`config.mk`:
```
export PLATFORM = sky130hd
export DESIGN_NAME = lb_err_cnt_sched
export DESIGN_NICKNAME = d
export VERILOG_FILES = /design/src/rtl/lb_sched_pkg.sv /design/src/rtl/lb_rr_arb.sv /design/src/rtl/lb_err_cnt_sched.sv
export SDC_FILE = /design/constraint.sdc
export NUM_CORES = 1
export LEC_CHECK = 0
export ABC_AREA = 0
export ABC_CLOCK_PERIOD_IN_PS = 2000
export BUFFER_PORTS_ARGS = -buffer_cell sky130_fd_sc_hd__buf_4
export CAP_MARGIN = 40
export CORE_MARGIN = 1.5
export CORE_UTILIZATION = 41
export DETAILED_ROUTE_END_ITERATION = 8
export HOLD_SLACK_MARGIN = 0.05
export PLACE_DENSITY_LB_ADDON = 0.25
export SLEW_MARGIN = 40
export SYNTH_ARGS = -nofsm -noshare
export SYNTH_HDL_FRONTEND = slang
export SYNTH_SLANG_ARGS = --single-unit
```
`constraint.sdc`:
```
create_clock -name OPB_Clk -period 2 [get_ports OPB_Clk]
set_clock_uncertainty 0.2 [all_clocks]
set_input_delay 0.1 -clock OPB_Clk [delete_from_list [all_inputs] [get_ports OPB_Clk]]
set_output_delay 0.1 -clock OPB_Clk [all_outputs]
set_load 0.03 [all_outputs]
```
`src/rtl/lb_sched_pkg.sv`:
```
// Shared types, reg-word layout and pack helper for the loopback error-count scheduler.
package lb_sched_pkg;

  localparam int unsigned IDX_LSB   = 24;
  localparam int unsigned IDX_W     = 8;
  localparam int unsigned PAYLOAD_W = 24;
  localparam int unsigned REG_W     = IDX_LSB + IDX_W;

  typedef enum logic {
    SCAN = 1'b0,
    HOLD = 1'b1
  } sched_state_e;

  typedef struct packed {
    logic [IDX_W-1:0]     idx;
    logic [PAYLOAD_W-1:0] payload;
  } reg_word_t;

  function automatic logic [REG_W-1:0] pack_reg_word(input logic [IDX_W-1:0]     idx,
                                                     input logic [PAYLOAD_W-1:0] payload);
    reg_word_t w;
    w.idx     = idx;
    w.payload = payload;
    return w;
  endfunction

endpackage

```
`src/rtl/lb_rr_arb.sv`:
```
// Combinational rotating-priority arbiter: the first requester at or above ptr (with wrap) wins.
module lb_rr_arb #(
  parameter int unsigned N     = 4,
  parameter int unsigned PTR_W = $clog2(N)
) (
  input  logic [N-1:0]     req_i,
  input  logic [PTR_W-1:0] ptr_i,
  output logic [N-1:0]     gnt_c_o,
  output logic [PTR_W-1:0] idx_c_o,
  output logic             any_c_o
);

  function automatic logic [PTR_W-1:0] wrap_add(input logic [PTR_W-1:0] p, input int unsigned k);
    int unsigned s;
    s = 32'(p) + k;
    if (s >= N) s = s - N;
    return PTR_W'(s);
  endfunction

  // Walk from the farthest offset down so the nearest requester from ptr overwrites last.
  always_comb begin
    gnt_c_o = '0;
    idx_c_o = '0;
    any_c_o = 1'b0;
    for (int k = int'(N) - 1; k >= 0; k--) begin
      if (req_i[wrap_add(ptr_i, unsigned'(k))]) begin
        idx_c_o = wrap_add(ptr_i, unsigned'(k));
        any_c_o = 1'b1;
      end
    end
    gnt_c_o[idx_c_o] = any_c_o;
  end

endmodule

```
`src/rtl/lb_err_cnt_sched.sv`:
```
// Round-robin scheduler sharing one 32-bit status word between NUM_SRC error-count sources.
// Define LB_SCHED_TOUT_EN to let an aged pending request cut a dwell short.
module lb_err_cnt_sched
  import lb_sched_pkg::*;
#(
  parameter int unsigned NUM_SRC = 4,
  parameter int unsigned DATA_W  = 24,
  parameter int unsigned DWELL   = 256,
  parameter int unsigned TOUT    = 16
) (
  input  logic                        OPB_Clk,
  input  logic                        OPB_Rst,
  input  logic [NUM_SRC-1:0]          src_req,
  input  logic [NUM_SRC*DATA_W-1:0]   src_data,
  output logic [NUM_SRC-1:0]          src_ack,
  input  logic                        sw_hold,
  output logic [31:0]                 reg_data_out,
  output logic                        reg_fresh,
  output logic                        sched_state
);

  localparam int unsigned PTR_W = $clog2(NUM_SRC);
  localparam int unsigned CNT_W = (DWELL > 1) ? $clog2(DWELL) : 1;

  if (NUM_SRC < 2 || NUM_SRC > 16 || DATA_W < 1 || DATA_W > PAYLOAD_W ||
      DWELL < 1 || TOUT < 1) begin : g_bad_param
    $error("lb_err_cnt_sched: parameter out of range");
  end

  sched_state_e        state_q;
  logic [PTR_W-1:0]    ptr_q;
  logic [CNT_W-1:0]    cnt_q;
  logic [NUM_SRC-1:0]  ack_q;
  logic [REG_W-1:0]    word_q;
  logic                fresh_q;

  logic [NUM_SRC-1:0]  gnt_c;
  logic [PTR_W-1:0]    idx_c;
  logic                any_c;
  logic [PTR_W-1:0]    ptr_nxt_c;
  logic [DATA_W-1:0]   payload_c;
  logic [NUM_SRC-1:0]  grant_c;
  logic                tout_hit_c;

  lb_rr_arb #(
    .N     (NUM_SRC),
    .PTR_W (PTR_W)
  ) u_arb (
    .req_i   (src_req),
    .ptr_i   (ptr_q),
    .gnt_c_o (gnt_c),
    .idx_c_o (idx_c),
    .any_c_o (any_c)
  );

  assign payload_c = src_data[32'(idx_c)*DATA_W +: DATA_W];
  assign ptr_nxt_c = (idx_c == PTR_W'(NUM_SRC - 1)) ? '0 : idx_c + 1'b1;
  assign grant_c   = (state_q == SCAN) ? gnt_c : '0;

`ifdef LB_SCHED_TOUT_EN
  localparam int unsigned AGE_W = $clog2(TOUT + 1);

  logic [AGE_W-1:0] age_q [NUM_SRC];

  // Per-source pending age, saturating at TOUT and cleared by its own grant.
  always_ff @(posedge OPB_Clk or posedge OPB_Rst) begin
    if (OPB_Rst) begin
      for (int unsigned i = 0; i < NUM_SRC; i++) age_q[i] <= '0;
    end else begin
      for (int unsigned i = 0; i < NUM_SRC; i++) begin
        if (grant_c[i]) begin
          age_q[i] <= '0;
        end else if (src_req[i] && (age_q[i] != AGE_W'(TOUT))) begin
          age_q[i] <= age_q[i] + 1'b1;
        end
      end
    end
  end

  always_comb begin
    tout_hit_c = 1'b0;
    for (int unsigned i = 0; i < NUM_SRC; i++) begin
      if (age_q[i] == AGE_W'(TOUT)) tout_hit_c = 1'b1;
    end
  end
`else
  assign tout_hit_c = 1'b0;
`endif

  // Scheduler FSM with registered grant pulse, status word and fresh strobe.
  always_ff @(posedge OPB_Clk or posedge OPB_Rst) begin
    if (OPB_Rst) begin
      state_q <= SCAN;
      ptr_q   <= '0;
      cnt_q   <= '0;
      ack_q   <= '0;
      word_q  <= '0;
      fresh_q <= 1'b0;
    end else begin
      ack_q   <= '0;
      fresh_q <= 1'b0;
      case (state_q)
        SCAN: begin
          if (any_c) begin
            ack_q   <= gnt_c;
            word_q  <= pack_reg_word(IDX_W'(idx_c), PAYLOAD_W'(payload_c));
            fresh_q <= 1'b1;
            ptr_q   <= ptr_nxt_c;
            cnt_q   <= CNT_W'(DWELL - 1);
            state_q <= HOLD;
          end
        end
        HOLD: begin
          if (((cnt_q == '0) || tout_hit_c) && !sw_hold) begin
            state_q <= SCAN;
            cnt_q   <= '0;
          end else if (cnt_q != '0) begin
            cnt_q <= cnt_q - 1'b1;
          end
        end
        default: state_q <= SCAN;
      endcase
    end
  end

  assign src_ack      = ack_q;
  assign reg_data_out = word_q;
  assign reg_fresh    = fresh_q;
  assign sched_state  = state_q;

endmodule

```
==> results of run 1 <==
## placed cells by master (no fill, tap or decap), types with 3 or more instances in the layout
cell type / instances
buf_6: 5
conb_1: 6
nand3_1: 4
nor2_1: 32
buf_12: 6
and3_4: 3
a211oi_1: 13
a2111oi_2: 8
mux2i_1: 21
dlygate4sd3_1: 74
dfrtp_1: 41
a2111oi_4: 15
buf_4: 156
nor3_1: 4
and3_1: 22
mux2i_2: 4
a21oi_1: 7
clkbuf_16: 3
clkbuf_8: 5
ha_1: 3
nand2_4: 3
inv_1: 6
a211oi_2: 11
nand2_1: 11
## final timing paths
path                                   start                to  slack [ps]  cells after the start
worst max-delay path                ptr_q[1]  reg_data_out[21]        -280                      7
worst min-delay path                 OPB_Rst   reg_data_out[7]          70                      3
worst max register to register      ptr_q[1]  reg_data_out[21]        -280                      7
worst min register to register      cnt_q[7]          cnt_q[7]         360                      1
max in group asynchronous            OPB_Rst          ptr_q[1]         930                      4
min in group OPB_Clk            src_data[28]   reg_data_out[4]          70                      4
## logic make-up after synthesis
family	count (synthesis)
DFF	42
adders and majority gates	3
other	1
AOI/OAI and AO/OA	70
buffers and inverters	38
and+or+nand+nor	89
muxes	26
## repair_timing
action | CTS | global route
setup endpoints to repair | 28 | 31
cloned | 1 | 5
setup buffers | 1 | 8
gates resized for setup | 51 | 61
hold endpoints to repair | 68 | 0
pin swaps | 5 | 14
hold buffers | 74 | 0
## layout make-up
cell class	instances	area, sq um
timing repair buffer	244	2160
multi-input combinational	196	1800
sequential	42	1050
fill	216	699
tap	75	93.8
clock buffer	6	72.6
clock inverter	2	37.5
inverter	8	32.5
antenna	1	2.50
## per-layer routing
layer  routed length, um  global-route usage [%]
met2                7290                    62.0
met3                1850                    7.89
met1                5180                    39.6
met4                1550                    18.3
met5                   0                       0
## state kept, by name, summed over array words and instances, names as in the netlist
name / cells
reg_data_out: 26
sched_state: 1
ptr_q: 2
cnt_q: 8
src_ack: 4
reg_fresh: 1
## power groups by stage
stage	Sequential, mW	Clock, mW	Combinational, mW
after global placement	1.11	0	1.18
after floorplan	1.26	0	0.547
after global routing	1.15	0.746	1.87
after CTS	1.10	0.686	1.40
final	1.14	0.735	1.83
after detailed placement	1.11	0	1.20
## per-stage QoR
step | setup slack (ps) | setup TNS (ps) | utilization (%) | hold slack (ps)
floorplan | -49.2 | -49.2 | - | 93.2
global placement | -47.5 | -47.5 | 62.0 | -160
detailed placement | -158 | -1320 | 62.0 | -153
CTS | -21.8 | -21.8 | 79.4 | 66.9
global route | -335 | -3890 | 88.3 | 89.8
finish | -280 | -3110 | 88.3 | 67.1
## worst reg2reg max path: stages, from the launching register on
cell,delay (ps)
dfrtp_2,460
buf_4,160
a21o_1,170
a21oi_2,170
o22a_4,290
clkbuf_16,210
a2111oi_4,40
a211oi_1,420
==> results.yml, run 1 <==
pwr:
  p_per_area_nw_per_um2: 704
  p_clk_share_pct: 19.9
  pwr-share-comb_pct: 49.4
  ir_drop_v: 0.000441
  p_leak_nw: 2.35
  p_sw_share_pct: 40.3
  p_int_mw: 2.21
  p_total_mw: 3.70
  switching_power_mw: 1.49
  seq_power_share_pct: 30.7
die:
  dieArea_sq_um: 6720
  die_y_um: 82.0
  coreArea_sq_um: 5960
  ios: 141
  row_count: 28
  die_width_um: 82.0
  start_util_pct: 42.9
worst_setup_path:
  cp.arrival_ps: 2250
  critPathMaxFanout: 7
  startpoint_type: "register"
  crit_slowest_cell: "dfrtp_2"
  cp-end-kind: "register"
  crit_family: "compound AO/OA/AOI/OAI gates"
  cp_cell_sequence: "buf_4, a21o_1, a21oi_2, o22a_4, clkbuf_16, a2111oi_4, a211oi_1"
  cp.buffers_inverters: 2
  max_stage_delay_ps: 460
  crit_type: "reg -> reg"
  cp.required_ps: 1970
layout:
  fin_area_sq_um: 5260
  final_cells: 574
  final_layout_size_suffix_gt1_share_pct: 47.6
  syn_to_final_growth_pct: 106
  nets: 603
flow_run:
  maxCapViolCount: 0
clocking:
  insertion_delay_ps: 320
  cts_root_buf: "clkbuf_8"
  cts_sinks: 42
  cts_tree: "done"
  cts_max_level: 2
  path_clk_slew_ps: 100
  cts_inserted_buffers: 5
  clk_path_buf_depth: 2
synthesis:
  synth_top_family_by_area: "compound AO/OA/AOI/OAI gates"
  synthTopCellsByCount: "dfrtp_1, nor2_1, and3_1, mux2i_1"
  synth-simple-area-share_pct: 17.8
  async_reset_ff_share_pct: 100
  synthDistinctLibCells: 38
  yosys_warnings: 0
  synth_edf_count: 0
  synthMuxAreaShare_pct: 10.2
  syn_avg_cell_area_sq_um: 9.51
  yosys-top-cells-area: "dfrtp_1, mux2i_1, a2111oi_0"
  synth_seq_cells: 42
  synth-adder-area-share_pct: 1.47
  synth_cells: 269
  synth_compound_area_share_pct: 21.0
  synth.most_common_cell: "dfrtp_1"
  yosysSeqAreaShare_pct: 41.1
  ys.flop_type: "dfrtp_1"
  synth_top_area_cell: "dfrtp_1"
  synth_area_sq_um: 2560
  synth-xor-area-share_pct: 0
  synth_top_area_share_pct: 41.1
placement:
  port_buffers: 134
  place_area_sq_um: 3690
  dpl.hpwl_um: 5940
  place_congestion: 0.832
  post-place-cells: 476
global_routing:
  grt_pass1_vias: 3346
  antenna_found_initial: 1
  grt.total_usage_pct: 35.3
  grt_pass1_wl_um: 17400
  grt_overflow: 0
  grt_max_degree: 26
timing:
  tightest_slew_ps: 511
  rsz0062_at_grt: "true"
  setup_viol: 31
  setup_ws_ps: -280
  slew_headroom_pct: 65.7
  max_freq_mhz: 439
  fin_crit_ps: 2280
  hold_viol_final: 0
  fin_crit_sh_pct: 114
  drv_slew: 0
routing:
  drcViolationCount: 0
  drt_first_pass_iters: 5
  viasPerCell: 6.64
  antenna_left: 0
  vias: 3809
  drt_wl_total_um: 15900
  wire_per_inst_um: 27.6
  drt_iter0_drc: 481
status:
  violations: "negative setup slack"
  run_status: "complete, but fails checks"
hold_path:
  worst_hold_path_type: "in -> async"
Power figures use the tool's default switching activity.
==> inputs of run 2 (changes only) <==
TNS_END_PERCENT = 30   (was unset)
==> results.yml, run 2 (same netlist as run 1, synthesis figures left out) <==
clocking:
  cts_root_buf: "clkbuf_8"
  cts_sinks: 42
  clk_path_buf_depth: 2
  cts_max_level: 2
  cts_tree: "done"
  cts_inserted_buffers: 5
  insertion_delay_ps: 300
  path_clk_slew_ps: 80
global_routing:
  grt_overflow: 0
  grt_pass1_wl_um: 16100
  grt_pass1_vias: 3292
  antenna_found_initial: 0
  grt.total_usage_pct: 31.9
  grt_max_degree: 28
layout:
  largest_register_ffs: 26
  diodes: 0
  final_layout_size_suffix_gt1_share_pct: 44.5
  final_common_cell: "buf_4"
  final_cells: 563
  layout_common_cells: "buf_4, dlygate4sd3_1, dfrtp_1"
  syn_to_final_growth_pct: 96.1
  nets: 594
routing:
  drcViolationCount: 0
  wire_per_inst_um: 25.1
  antenna_left: 0
  viasPerCell: 6.44
  drt_first_pass_iters: 4
  drt_iter0_drc: 410
  vias: 3626
  drt_wl_total_um: 14100
pwr:
  switching_power_mw: 1.35
  ir_drop_v: 0.000478
  p_sw_share_pct: 38.4
  p_total_mw: 3.51
  seq_power_share_pct: 31.9
  p_leak_nw: 2.26
  p_clk_share_pct: 20.4
  pwr-share-comb_pct: 47.7
  p_per_area_nw_per_um2: 700
  p_int_mw: 2.16
timing:
  hold_viol_final: 0
  fin_crit_ps: 2350
  fin_crit_sh_pct: 118
  slew_headroom_pct: 58.5
  max_freq_mhz: 425
  final.setup.tns_ps: -4910
  tightest_slew_ps: 622
  rsz0062_at_grt: "true"
  drv_slew: 0
  setup_viol: 27
  setup_ws_ps: -351
placement:
  place_congestion: 0.835
  dpl.hpwl_um: 5920
  port_buffers: 134
  post-place-cells: 478
die:
  ios: 141
  row_count: 28
  dieArea_sq_um: 6720
  die_y_um: 82.0
  start_util_pct: 42.9
  die_width_um: 82.0
  coreArea_sq_um: 5960
worst_setup_path:
  cp_cell_sequence: "a21boi_1, o32a_1, nand2_4, buf_12, buf_4, mux2i_1, a211oi_1"
  cp-end-kind: "register"
  crit_family: "compound AO/OA/AOI/OAI gates"
  cp.arrival_ps: 2320
  crit_slowest_cell: "dfrtp_1"
  critPathMaxFanout: 14
  startpoint_type: "register"
  cp.buffers_inverters: 2
  cp.required_ps: 1970
  max_stage_delay_ps: 450
  crit_type: "reg -> reg"
status:
  run_status: "complete, but fails checks"
  violations: "negative setup slack"
hold_path:
  worst_hold_path_type: "in -> reg"
flow_run:
  maxCapViolCount: 0
[run 2: cell count changes in the layout (fill, tap and decap cells not counted), moves of 4 or more]
| cell | before | now |
|---|---|---|
| a211oi_2 | 11 | 5 |
| a211oi_1 | 13 | 19 |
| buf_12 | 6 | 2 |
| a2111oi_2 | 8 | 12 |
[run 2: repair_timing]
action,4_1_cts,5_1_grt
setup endpoints to repair,23,30
endpoints found under the hold margin,52,0
cloned,0,1
buffers inserted,1,1
resized for setup,26,61
hold buffers,75,0
pin swaps,0,7
[run 2: cell type report]
class,count,area (sq um)
Clock inverter,1,30.0
Multi-Input combinational cell,194,1690
Inverter,8,32.5
Sequential cell,42,1050
Timing Repair Buffer,237,2040
Clock buffer,6,82.6
Tap cell,75,93.8
Fill cell,284,940
[run 2: routing by layer]
| metal | GRT usage (%) | vias up | part of all wire [%] |
|---|---|---|---|
| li1 | - | 1435 | - |
| met1 | 37.6 | 1657 | 33 |
| met2 | 53.6 | 397 | 47 |
| met3 | 7.89 | 137 | 11 |
| met4 | 16.4 | 0 | 9.2 |
| met5 | 0 | - | 0 |
[run 2: worst paths after layout]
path,startpoint,end,slack (ps),cells past startpoint
setup / recovery,ptr_q[1],reg_data_out[17],-350,7
min in group asynchronous,OPB_Rst,reg_data_out[7],230,3
hold reg to reg,sched_state,sched_state,300,1
max in group asynchronous,OPB_Rst,reg_data_out[13],710,4
hold / removal,src_data[40],reg_data_out[16],140,4
setup reg to reg,ptr_q[1],reg_data_out[17],-350,7
[run 2: worst register-to-register path: stages, from the launching register on]
cell	delay (ps)
dfrtp_1	450
a21boi_1	210
o32a_1	350
nand2_4	130
buf_12	180
buf_4	180
mux2i_1	130
a211oi_1	380
[run 2: per-stage QoR]
step           cell area (sq um)  worst slack, ps  hold WS [ps]  utilization [%]
2_1_floorplan               2580            -49.2          93.2                -
6_report                    5020             -351           141             84.2
5_1_grt                     5020             -424           154             84.2
3_3_place_gp                3710             -105          3.86             62.3
3_5_place_dp                3710             -126          14.1             62.3
4_1_cts                     4650            -60.8          62.7             78.0
[run 2: power groups by stage]
stage / sequential, mW / combinational (mW) / clock (mW)
floorplan: 1.26 / 0.546 / 0
global placement: 1.11 / 1.19 / 0
detailed placement: 1.11 / 1.22 / 0
CTS: 1.10 / 1.37 / 0.705
global route: 1.13 / 1.75 / 0.758
finish: 1.12 / 1.68 / 0.716
